==> src/rtl/pipeline_pkg.sv <==
// pipeline_pkg: constants and helpers shared by the elastic pipeline files.
//   MAX_STAGES  - largest supported slot count
//   cnt_width() - width of an occupancy counter for a given slot count
package pipeline_pkg;

    localparam int unsigned MAX_STAGES = 16;

    // Occupancy counter width: enough bits to hold 0..stages inclusive.
    function automatic int unsigned cnt_width(input int unsigned stages);
        return $clog2(stages + 1);
    endfunction

endpackage

==> src/rtl/elastic_pipeline_if.sv <==
// elastic_pipeline_if: valid/ready bus around the elastic pipeline.
//   slave  modport - the pipeline side (takes valid_in/data_in/ready_in,
//                    drives ready_out/valid_out/data_out/count_out)
//   master modport - the environment side (mirror of slave)
// flush_in exists only when ELASTIC_PIPELINE_FLUSH_EN is defined.
interface elastic_pipeline_if #(
    parameter int unsigned STAGES = 2,
    parameter int unsigned WIDTH  = 8
);
    import pipeline_pkg::*;

    localparam int unsigned CW = cnt_width(STAGES);

    logic             valid_in;
    logic [WIDTH-1:0] data_in;
    logic             ready_out;
    logic             valid_out;
    logic [WIDTH-1:0] data_out;
    logic             ready_in;
    logic [CW-1:0]    count_out;
`ifdef ELASTIC_PIPELINE_FLUSH_EN
    logic             flush_in;
`endif

    modport slave (
`ifdef ELASTIC_PIPELINE_FLUSH_EN
        input  flush_in,
`endif
        input  valid_in, data_in, ready_in,
        output ready_out, valid_out, data_out, count_out
    );

    modport master (
`ifdef ELASTIC_PIPELINE_FLUSH_EN
        output flush_in,
`endif
        output valid_in, data_in, ready_in,
        input  ready_out, valid_out, data_out, count_out
    );

endinterface

==> src/rtl/pipeline_slot.sv <==
// pipeline_slot: one register slot of the elastic pipeline.
//   clk, rst_n - clock, async active-low reset (clears valid and payload)
//   load       - capture data_d as a new valid item
//   clear      - current item leaves downstream (ignored when load is set)
//   flush      - drop the item; overrides load and clear
//   data_d     - incoming payload
//   valid_q    - slot holds an item
//   data_q     - slot payload
module pipeline_slot #(
    parameter int unsigned WIDTH = 8
) (
    input  logic             clk,
    input  logic             rst_n,
    input  logic             load,
    input  logic             clear,
    input  logic             flush,
    input  logic [WIDTH-1:0] data_d,
    output logic             valid_q,
    output logic [WIDTH-1:0] data_q
);

    // Valid bit: flush wins, then a reload, then emptying downstream.
    always_ff @(posedge clk or negedge rst_n) begin
        if (!rst_n) begin
            valid_q <= 1'b0;
        end else if (flush) begin
            valid_q <= 1'b0;
        end else if (load) begin
            valid_q <= 1'b1;
        end else if (clear) begin
            valid_q <= 1'b0;
        end
    end

    // Payload only moves with a real item, so empty slots keep stale data.
    always_ff @(posedge clk or negedge rst_n) begin
        if (!rst_n) begin
            data_q <= '0;
        end else if (load && !flush) begin
            data_q <= data_d;
        end
    end

endmodule

==> src/rtl/elastic_pipeline.sv <==
// elastic_pipeline: STAGES-deep bubble-collapsing valid/ready pipeline.
//   clk_in   - clock, all state on rising edge
//   rst_n_in - asynchronous active-low reset, empties every slot
//   bus      - elastic_pipeline_if.slave: valid_in/data_in/ready_out upstream,
//              valid_out/data_out/ready_in downstream, count_out occupancy,
//              flush_in when ELASTIC_PIPELINE_FLUSH_EN is defined
// Parameters: STAGES (1..MAX_STAGES), WIDTH (>= 1).
// Slot 0 faces upstream; slot STAGES-1 drives valid_out/data_out.
// ready_out is a combinational chain from ready_in through the slot valids.
module elastic_pipeline
    import pipeline_pkg::*;
#(
    parameter int unsigned STAGES = 2,
    parameter int unsigned WIDTH  = 8
) (
    input  logic                clk_in,
    input  logic                rst_n_in,
    elastic_pipeline_if.slave   bus
);

    localparam int unsigned CW = cnt_width(STAGES);

    logic [STAGES-1:0] v;
    logic [STAGES-1:0] adv;
    logic [STAGES-1:0] can_acc;
    logic [WIDTH-1:0]  pay [STAGES];
    logic              flush_w;
    logic              in_hs;
    logic              out_hs;
    logic [CW-1:0]     count_q;

`ifdef ELASTIC_PIPELINE_FLUSH_EN
    assign flush_w = bus.flush_in;
`else
    assign flush_w = 1'b0;
`endif

    // adv[i]: slot i's item may move on (next slot empty or itself moving).
    always_comb begin
        adv = '0;
        adv[STAGES-1] = bus.ready_in;
        for (int i = int'(STAGES) - 2; i >= 0; i--) begin
            adv[i] = !v[i+1] || adv[i+1];
        end
    end

    // Slot chain; a slot takes a new item when empty or when its item moves on.
    for (genvar i = 0; i < STAGES; i++) begin : g_slot
        logic             up_v;
        logic [WIDTH-1:0] up_d;
        if (i == 0) begin : g_head
            assign up_v = bus.valid_in;
            assign up_d = bus.data_in;
        end else begin : g_body
            assign up_v = v[i-1];
            assign up_d = pay[i-1];
        end
        assign can_acc[i] = !v[i] || adv[i];

        pipeline_slot #(.WIDTH(WIDTH)) u_slot (
            .clk     (clk_in),
            .rst_n   (rst_n_in),
            .load    (can_acc[i] && up_v),
            .clear   (adv[i]),
            .flush   (flush_w),
            .data_d  (up_d),
            .valid_q (v[i]),
            .data_q  (pay[i])
        );
    end

    assign bus.ready_out = can_acc[0] && !flush_w;
    assign bus.valid_out = v[STAGES-1] && !flush_w;
    assign bus.data_out  = pay[STAGES-1];

    assign in_hs  = bus.valid_in  && bus.ready_out;
    assign out_hs = bus.valid_out && bus.ready_in;

    // Occupancy counter tracks handshakes on both sides.
    always_ff @(posedge clk_in or negedge rst_n_in) begin
        if (!rst_n_in) begin
            count_q <= '0;
        end else if (flush_w) begin
            count_q <= '0;
        end else if (in_hs && !out_hs) begin
            count_q <= count_q + CW'(1);
        end else if (out_hs && !in_hs) begin
            count_q <= count_q - CW'(1);
        end
    end

    assign bus.count_out = count_q;

endmodule

==> src/flat_wrapper.sv <==
// flat-port wrapper written by rule: the top's interface ports become plain ports
module elastic_pipeline_flat import pipeline_pkg::*;
#(
    parameter int unsigned STAGES = 2,
    parameter int unsigned WIDTH  = 8
)
  (clk_in, rst_n_in, bus_valid_in, bus_data_in, bus_ready_in, bus_ready_out, bus_valid_out, bus_data_out, bus_count_out);
  elastic_pipeline_if #(.STAGES(STAGES), .WIDTH(WIDTH)) bus_i ();
  input  logic clk_in;
  input  logic rst_n_in;
  input wire logic [$bits(bus_i.valid_in)-1:0] bus_valid_in;
  input wire logic [$bits(bus_i.data_in)-1:0] bus_data_in;
  input wire logic [$bits(bus_i.ready_in)-1:0] bus_ready_in;
  output wire logic [$bits(bus_i.ready_out)-1:0] bus_ready_out;
  output wire logic [$bits(bus_i.valid_out)-1:0] bus_valid_out;
  output wire logic [$bits(bus_i.data_out)-1:0] bus_data_out;
  output wire logic [$bits(bus_i.count_out)-1:0] bus_count_out;
  assign bus_i.valid_in = bus_valid_in;
  assign bus_i.data_in = bus_data_in;
  assign bus_i.ready_in = bus_ready_in;
  assign bus_ready_out = bus_i.ready_out;
  assign bus_valid_out = bus_i.valid_out;
  assign bus_data_out = bus_i.data_out;
  assign bus_count_out = bus_i.count_out;
  elastic_pipeline #(.STAGES(STAGES), .WIDTH(WIDTH)) u_core (.clk_in(clk_in), .rst_n_in(rst_n_in), .bus(bus_i));
endmodule
==> config.mk <==
export PLATFORM = sky130hd
export DESIGN_NAME = elastic_pipeline_flat
export DESIGN_NICKNAME = d
export VERILOG_FILES = /design/src/rtl/pipeline_pkg.sv /design/src/rtl/elastic_pipeline_if.sv /design/src/rtl/pipeline_slot.sv /design/src/rtl/elastic_pipeline.sv /design/src/flat_wrapper.sv
export SDC_FILE = /design/constraint.sdc
export NUM_CORES = 1
export LEC_CHECK = 0
export ABC_AREA = 1
export CAP_MARGIN = 40
export CORE_MARGIN = 10
export CORE_UTILIZATION = 45
export DETAILED_ROUTE_END_ITERATION = 10
export PLACE_DENSITY = 0.77
export SYNTH_ARGS = -nofsm -noshare
export SYNTH_HDL_FRONTEND = slang
export SYNTH_SLANG_ARGS = --single-unit
==> constraint.sdc <==
create_clock -name clk_in -period 1.82 [get_ports clk_in]
set_input_delay 0.273 -clock clk_in [delete_from_list [all_inputs] [get_ports clk_in]]
set_output_delay 0.273 -clock clk_in [all_outputs]
set_load 0.1 [all_outputs]
==> results.md <==
- Setup crit start: bus_ready_in
- CTS tree: built
- Leakage Power: 0.000621 uW
- Final setup vio count: 0
- First-pass GRT wire length: 2970 um
- Netlist Area Pre-Place: 857 um2
- Largest net degree at the start of global routing: 21
- DRC: 0
- Maximum vdd drop: 0.767 mV
- PostCTS Resize Cnt: 0
- CTS buffer count: 3
- Syn nets: 105
- Int Pwr: 933 uW
- Max_cap viols: 0
- CTS Hold Bufs: 0
- WHS: 0.298 ns
- Critical path fanouts, max: 10
- I/O pin cnt: 24
- Worst clock skew: 0.00601 ns
- Via count: 689
- Total Routing Usage GR: 0.0876
- Average wire per standard cell: 12.0 um
- Clk pwr share: 0.129
- Antenna diodes: 0
- Worst r2r path cells: 8
- CP arrival: 1.27 ns
- Worst r2r dst: u_core.bus.count_out[1]
- Final wirelength: 1750 um
- Final hold vios: 0
- Gpl congestion: 0.740
- # fillers: 160
- Antenna-violating nets left: 0
- Sink Count: 20
- Final nets: 135
- Drt first pass iters: 4
- Clk pin slew, worst setup/hold paths: 0.11 ns
- Comb pwr share: 0.540
- Switching Share: 0.517
- Area of the die: 4050 um2
- Grt ovf: 0
- Maximum clock path buffer count: 2
- Core area: 1760 um2
- CP bufs+invs: 4
- Status: complete, no violations
- CP Capture Type: primary output
- Critical Path RT: 1.55 ns
- Mean Syn Cell Area: 9.32 um2
- Register share of total power: 0.331
- Vias/cell: 4.72
- Antenna violations before repair: 0
- Critical R2R Launch: u_core.g_slot[1].u_slot.valid_q
- Switch Pwr: 998 uW
- PD cells: 1650 nW/um2
- Tmin final: 1.54 ns
- Delay-heaviest family, CP: buffers and inverters
- Root Driver: clkbuf_4
- Cells after synthesis: 92
- R2R setup slack: 0.45 ns
- Critical path cell sequence: clkdlybuf4s50_1 -> inv_1 -> nand3_4 -> buf_4 -> buf_12
- Crit-path slowest cell: clkdlybuf4s50_1
- Buffers on Ports: 23
- Sequential share of the synthesized area: 0.584
- Die span in y: 63.6 um
- Rows: 15
- Tcrit/Tclk final: 0.848
- Vias in the first global route: 706
- Synthesized flop and latch total: 20
- Layout cells sized above 1: 0.215
- Die Wd: 63.6 um
- WS Path Type: input port to primary output
- RSZ-0062 raised after global routing: no
- Starting density of the core: 0.486
- Yosys cell types: 11
- TNS Setup: 0 ns
- DRT iter0 DRCs: 16
- Pin slew with the least headroom to its limit: 0.281 ns
- Achievable Freq: 0.648 GHz
- Worst setup SP type: input port
- Max Slew Vio Count: 0
- H-tree Lvls: 1
- Max stage delay on crit path: 0.48 ns
- Worst hold path type: input port to async pin
- Max-slew headroom at the worst pin: 0.814
- Yosys warning total: 0
- Area Growth Syn to Fin: 36.2%
- Number of setup buffers added after CTS: 0
- Clock Latency Late Sink: 0.29 ns
[how the worst max path moves through the flow]
stage | endpoint | slack, ns | cells past startpoint
floorplan | u_core.bus.count_out[1] | 0.11 | 8
global placement | u_core.bus.count_out[1] | 0.17 | 10
detailed placement | u_core.bus.count_out[1] | 0.08 | 10
CTS | bus_ready_out | 0.26 | 5
global route | bus_ready_out | 0.22 | 5
finish | bus_ready_out | 0.28 | 5
[synthesized netlist by cell type]
cell | number | area share
nand2_1 | 39 | 0.17
dfrtp_1 | 20 | 0.58
nand3_1 | 17 | 0.099
inv_1 | 6 | 0.026
buf_6 | 3 | 0.039
nand2_2 | 2 | 0.015
ha_1 | 1 | 0.015
nand2_4 | 1 | 0.013
nand3_4 | 1 | 0.020
nand4_1 | 1 | 0.0073
xnor2_1 | 1 | 0.010
[cells in the final DEF (no fill, tap or decap)]
| cell | n |
|---|---|
| nand2_1 | 39 |
| dfrtp_1 | 19 |
| ha_1 | 1 |
| nand2_2 | 2 |
| buf_12 | 3 |
| buf_4 | 14 |
| nand3_4 | 1 |
| clkbuf_8 | 1 |
| dfrtp_2 | 1 |
| nand2_4 | 1 |
| nand4_1 | 1 |
| xnor2_1 | 1 |
| clkdlybuf4s50_1 | 11 |
| clkbuf_4 | 3 |
| inv_1 | 6 |
| nand3_1 | 17 |
[cell families (layout without fill, tap and decap cells)]
family,after synthesis,count (layout),synth area share
and+or+nand+nor,61,61,0.326
DFF,20,20,0.584
buffers and inverters,9,38,0.0657
adders and majority gates,1,1,0.0146
xor gates and xnor gates,1,1,0.0102
[layer usage]
layer,up-vias,global-route usage,wire length [um]
li1,351,-,-
met1,316,0.103,790
met2,18,0.132,796
met3,4,0.0336,136
met4,0,0.0492,26
met5,-,0,0
[power by group through the flow]
stage               sequential [uW]  clock (uW)  combinational [uW]
detailed placement              649           0                1050
global route                    653         274                1090
CTS                             640         254                1050
finish                          640         249                1040
global placement                639           0                1040
floorplan                      1210           0                 202
[through the flow]
step                      power, uW   util  std cells  setup slack (ns)  instance area [um2]
after floorplan                1410      -         92             0.109                  858
after global placement         1680  0.641        142             0.167                 1130
after detailed placement       1700  0.641        142            0.0753                 1130
after CTS                      1950  0.662        146             0.262                 1170
after global routing           2020  0.662        146             0.216                 1170
final                          1930  0.662        146             0.276                 1170
[registers in the layout, indices dropped and copies added (netlist names)]
| signal | flops |
|---|---|
| u_core.bus.count_out | 2 |
| u_core.g_slot.u_slot.valid_q | 2 |
| u_core.g_slot.u_slot.data_q | 16 |
[cell type report]
cell class / instances / area (um2) / share of cell area
inverters: 6 / 22.5 / 0.0193
clock buffers: 4 / 36.3 / 0.0311
repair buffers: 28 / 275 / 0.236
multi-input cells: 63 / 300 / 0.257
flip-flops and latches: 20 / 502 / 0.430
well taps: 25 / 31.3 / 0.0268
Power figures use the tool's default switching activity.
==> edit 1: new RTL, same flow settings <==
`STAGES` is set to 2 in 3 places; all go to 4.
--- a/src/rtl/elastic_pipeline_if.sv
+++ b/src/rtl/elastic_pipeline_if.sv
@@ -6,3 +6,3 @@
 interface elastic_pipeline_if #(
-    parameter int unsigned STAGES = 2,
+    parameter int unsigned STAGES = 4,
     parameter int unsigned WIDTH  = 8
--- a/src/rtl/elastic_pipeline.sv
+++ b/src/rtl/elastic_pipeline.sv
@@ -12,3 +12,3 @@
 #(
-    parameter int unsigned STAGES = 2,
+    parameter int unsigned STAGES = 4,
     parameter int unsigned WIDTH  = 8
--- a/src/flat_wrapper.sv
+++ b/src/flat_wrapper.sv
@@ -3,3 +3,3 @@
 #(
-    parameter int unsigned STAGES = 2,
+    parameter int unsigned STAGES = 4,
     parameter int unsigned WIDTH  = 8
Interface: changed (resized bus_count_out); port bits go from 24 to 25. The function was not compared with the original's and may differ.
==> edit 1 against the original RTL <==
The run now ends with negative setup slack left; area after synthesis grew 85%; wire length grew 74%; critical path type is now flop to flop; worst setup slack lost 0.28 ns; design area grew 73%; power grew 93%; sequential cell count grew 19; clock power grew 58%.
==> edit 1: results (changes against the original RTL) <==
| Metric | Value |
|---|---|
| Status | complete, but fails checks |
| Violated checks | negative setup slack |
| # nets final | 219 (+62%) |
| Vias | 1195 (+73%) |
| Placed cell area | 1940 sq um (+72%) |
| Wire per inst | 12.1 um (+1.3%) |
| Port Buffer Count | 24 (+4.3%) |
| Place WS | -0.232 ns (-0.308 ns) |
| Worst path arrival time | 2.06 ns (+0.79 ns) |
| Fillers | 316 (+98%) |
| Synth top area cells | dfrtp_1, nand2_1, nand3_1, nand2_2, buf_4 |
| Clock Skews | 0.00917 ns (+0.00316 ns) |
| Total track usage | 11.3% (+2.5 points) |
| CP max stage cell | dfrtp_4 |
| Syn_nets | 183 (+74%) |
| Max VDD drop | 0.841 mV (+9.6%) |
| H-tree depth | 2 (+1) |
| GPL Wtd Cong | 0.733 (-0.95%) |
| Pin count of the biggest net entering global routing | 29 (+38%) |
| Final worst-path setup slack | -0.00246 ns (-0.278 ns) |
| Fin cells | 251 (+72%) |
| First-pass GRT wire length | 5680 um (+91%) |
| Post-synth top cells | nand2_1, dfrtp_1, nand3_1, inv_1, nand2_2 |
| Final Setup Violations | 1 (+1) |
| Top Family by Delay on Critical Path | adder cells |
| Leakage | 1.06 nW (+71%) |
| Num CTS Buffers | 5 (+2) |
| Register area share after synthesis | 61.5% (+3.1 points) |
| Syn Inst Count | 169 (+84%) |
==> edit 1: cell types whose count changed in the layout (fill, tap and decap cells not counted), moves of 2 or more <==
cell / delta
buf_4: +4
inv_2: +4
dfrtp_1: +19
inv_1: -5
nand2_2: +3
nand3_2: +2
clkbuf_1: +2
nand3_1: +15
nand2_1: +34
clkbuf_4: +2
==> edit 1: kinds of logic after synthesis <==
logic type	share of synthesized area, %
adders and majority gates	2.05
DFF	61.5
xor gates and xnor gates	1.10
and+or+nand+nor	31.9
buffers and inverters	3.39
==> edit 1: area by class of cell <==
class / instances / area, sq um / share of cell area [%]
tap: 46 / 57.6 / 2.84
clock buffer: 7 / 45.0 / 2.22
inverter: 6 / 25.0 / 1.24
multi-input combinational: 119 / 587 / 29.0
timing repair buffer: 34 / 330 / 16.3
sequential: 39 / 980 / 48.4
==> edit 1: worst paths after layout <==
kind	startpoint	end	slack, ns	depth (start not counted)
worst max-delay path	u_core.g_slot[3].u_slot.valid_q	u_core.bus.count_out[2]	-0.002	11
worst max register to register	u_core.g_slot[3].u_slot.valid_q	u_core.bus.count_out[2]	-0.002	11
worst min register to register	u_core.g_slot[3].u_slot.data_q[7]	u_core.g_slot[3].u_slot.data_q[7]	0.48	2
worst min-delay path	rst_n_in	u_core.g_slot[3].u_slot.valid_q	0.46	2
min in group clk_in	u_core.g_slot[3].u_slot.data_q[7]	u_core.g_slot[3].u_slot.data_q[7]	0.48	2
max in group asynchronous	rst_n_in	u_core.g_slot[0].u_slot.data_q[0]	0.77	3
==> edit 1: metal layers <==
layer / track usage [%] / vias to the layer above / part of all wire (%)
met5: 0 / - / 0
met3: 5.18 / 7 / 6.2
met1: 11.8 / 552 / 42
met2: 18.8 / 27 / 49
li1: - / 609 / -
met4: 5.20 / 0 / 2.8
==> edit 1: report_power, final <==
group	leakage (nW)	internal [mW]	switching, mW
sequential	0.484	1.17	0.204
combinational	0.551	0.587	1.38
clock	0.0254	0.146	0.248
==> edit 1: timing repair <==
action / CTS / global route
resized for setup: 0 / 5
hold buffers: 1 / 0
hold endpoints to repair: 27 / 0
pin swaps: 1 / 7
endpoints found under the setup margin: 1 / 3
setup buffers: 1 / 0
==> edit 2: new RTL, same flow settings <==
Without the edit above. Make the reset (`rst_n` and `rst_n_in`) synchronous in 3 clocked blocks. Comments in the files are not updated.
--- a/src/rtl/pipeline_slot.sv
+++ b/src/rtl/pipeline_slot.sv
@@ -22,3 +22,3 @@
     // Valid bit: flush wins, then a reload, then emptying downstream.
-    always_ff @(posedge clk or negedge rst_n) begin
+    always_ff @(posedge clk) begin
         if (!rst_n) begin
@@ -35,3 +35,3 @@
     // Payload only moves with a real item, so empty slots keep stale data.
-    always_ff @(posedge clk or negedge rst_n) begin
+    always_ff @(posedge clk) begin
         if (!rst_n) begin
--- a/src/rtl/elastic_pipeline.sv
+++ b/src/rtl/elastic_pipeline.sv
@@ -79,3 +79,3 @@
     // Occupancy counter tracks handshakes on both sides.
-    always_ff @(posedge clk_in or negedge rst_n_in) begin
+    always_ff @(posedge clk_in) begin
         if (!rst_n_in) begin
Behaviour: differs if rst_n_in is asserted again (counterexample within 4 cycles, from zero or initial values and one cycle with rst_n_in low); with rst_n_in held inactive, the same outputs for 10 cycles.
==> edit 2 against the original RTL <==
Sequential cell count unchanged; worst setup slack improved by 0.0010 ns; area after synthesis decreased by 7.9%; design area decreased by 9.4%; wire length decreased by 6.2%; fmax about the same; die area decreased by 5.4%; utilization decreased by 3.6 points.
Power is not compared: it rests on default switching activity, and its combinational part moved more than twofold at a synthesized area within 25%.
==> edit 2: results (changes against the original RTL) <==
| Metric | Value |
|---|---|
| First-pass GRT wire length | 2630 um (-11%) |
| Clock-pin slew on the worst setup and hold paths | 0.10 ns |
| Via density | 4.68 (-0.88%) |
| Post-synth cell types | 13 (+2) |
| Placed cell area | 1030 sq um (-8.5%) |
| DP Cell Count | 146 (+2.8%) |
| Worst min path class | flop to flop |
| Worst Max-Slew Pin Slew | 0.281 ns (+0.0000470 ns) |
| CTS Root Buffer Type | clkbuf_4 |
| Complex-gate fraction of the synthesized area | 7.61% (+7.6 points) |
| Fillers | 166 (+3.8%) |
| Mux share of post-synthesis cell area | 0% (unchanged) |
| Register area share after synthesis | 50.7% (-7.7 points) |
| Pin count of the biggest net entering global routing | 20 (-4.8%) |
| Vias | 697 (+1.2%) |
| Status | completed |
| Fraction of registers with async set/reset | 0% (-100 points) |
| Number of enable flip-flop cells after synthesis | 0 (unchanged) |
| Worst-path maximum fanout | 10 (unchanged) |
| Place WS | 0.0883 ns (+0.0130 ns) |
| Share of layout cells above drive strength 1 | 17.4% (-4.1 points) |
| Warnings, synthesis | 0 (unchanged) |
| Most flops, register | u_core.g_slot.u_slot.data_q |
| GPL Wtd Cong | 0.697 (-5.9%) |
| Post-synth top cells | nor2_1, dfxtp_1, nand2_1, o21ai_0, nand3b_1 |
| Clock Skews | 0.00646 ns (+0.000445 ns) |
| Worst path arrival time | 1.27 ns (about the same) |
| Syn_nets | 119 (+13%) |
| Initial DRC count | 4 (-12) |
| Synth Flop Type | dfxtp_1 |
| Post-synthesis adder-cell area fraction | 1.58% (+0.12 points) |
| Max VDD drop | 0.485 mV |
| Postcts setup bufs | 0 (unchanged) |
| Wire per inst | 11.0 um (-8.1%) |
| Initial antenna violation count | 0 (unchanged) |
| Total track usage | 9.11% (+0.35 points) |
| Post-synthesis xor/xnor area fraction | 0% (-1.0 points) |
| Num CTS Buffers | 3 (unchanged) |
| Vias in the first global route | 644 (-8.8%) |
| Syn Inst Count | 106 (+15%) |
| Synth top area cells | dfxtp_1, nor2_1, nand3b_1, nand2_1, o21ai_0 |
| Post-DP HPWL | 1310 um |
## edit 2: cell count changes after synthesis, sizes merged, moves of 8 or more
cell,before,now
nand3b,0,8
nand2,42,16
nand3,18,2
o21ai,0,9
nor2,0,33
dfxtp,0,20
dfrtp,20,0
## edit 2: through the flow
| step | util (%) | hold slack (ns) |
|---|---|---|
| floorplan | - | 0.450 |
| global placement | 61.3 | 0.458 |
| detailed placement | 61.3 | 0.467 |
| CTS | 62.6 | 0.489 |
| global route | 62.6 | 0.511 |
| finish | 62.6 | 0.488 |
## edit 2: power by group through the flow
stage | clock network [mW] | registers, mW | logic, mW
2_1_floorplan | 0 | 0.630 | 0.0786
3_3_place_gp | 0 | 0.497 | 0.282
3_5_place_dp | 0 | 0.499 | 0.286
4_1_cts | 0.206 | 0.488 | 0.286
5_1_grt | 0.221 | 0.493 | 0.306
6_report | 0.198 | 0.488 | 0.283
## edit 2: layer usage
layer / vias to the layer above / global-route usage [%] / routed length [um]
met5: - / 0 / 0
met4: 0 / 5.73 / 0
met3: 0 / 3.46 / 152
met2: 17 / 14.9 / 779
met1: 297 / 9.62 / 709
li1: 383 / - / -
## edit 2: cells by family after synthesis
| kind of cell | after synthesis |
|---|---|
| and+or+nand+nor | 60 |
| DFF | 20 |
| buffers and inverters | 13 |
| AOI/OAI and AO/OA | 12 |
| adders and majority gates | 1 |
## edit 2: final timing paths
path	start	to	slack (ns)	cells after the start
worst max register to register	u_core.g_slot[0].u_slot.valid_q	u_core.bus.count_out[1]	0.49	9
worst min register to register	u_core.g_slot[0].u_slot.data_q[1]	u_core.g_slot[0].u_slot.data_q[1]	0.49	2
worst max-delay path	bus_ready_in	bus_ready_out	0.28	5
worst min-delay path	u_core.g_slot[0].u_slot.data_q[1]	u_core.g_slot[0].u_slot.data_q[1]	0.49	2
## edit 2: worst max-delay path: stages
cell             delay [ns]
clkdlybuf4s50_1        0.48
inv_1                  0.06
nand3_1                0.09
buf_4                  0.19
buf_12                 0.18
## edit 2: final cells by class
cell class / count / area share (%)
flip-flops and latches: 20 / 38.0
multi-input cells: 73 / 31.7
repair buffers: 27 / 23.0
inverters: 9 / 3.20
clock buffers: 3 / 2.13
well taps: 17 / 2.01
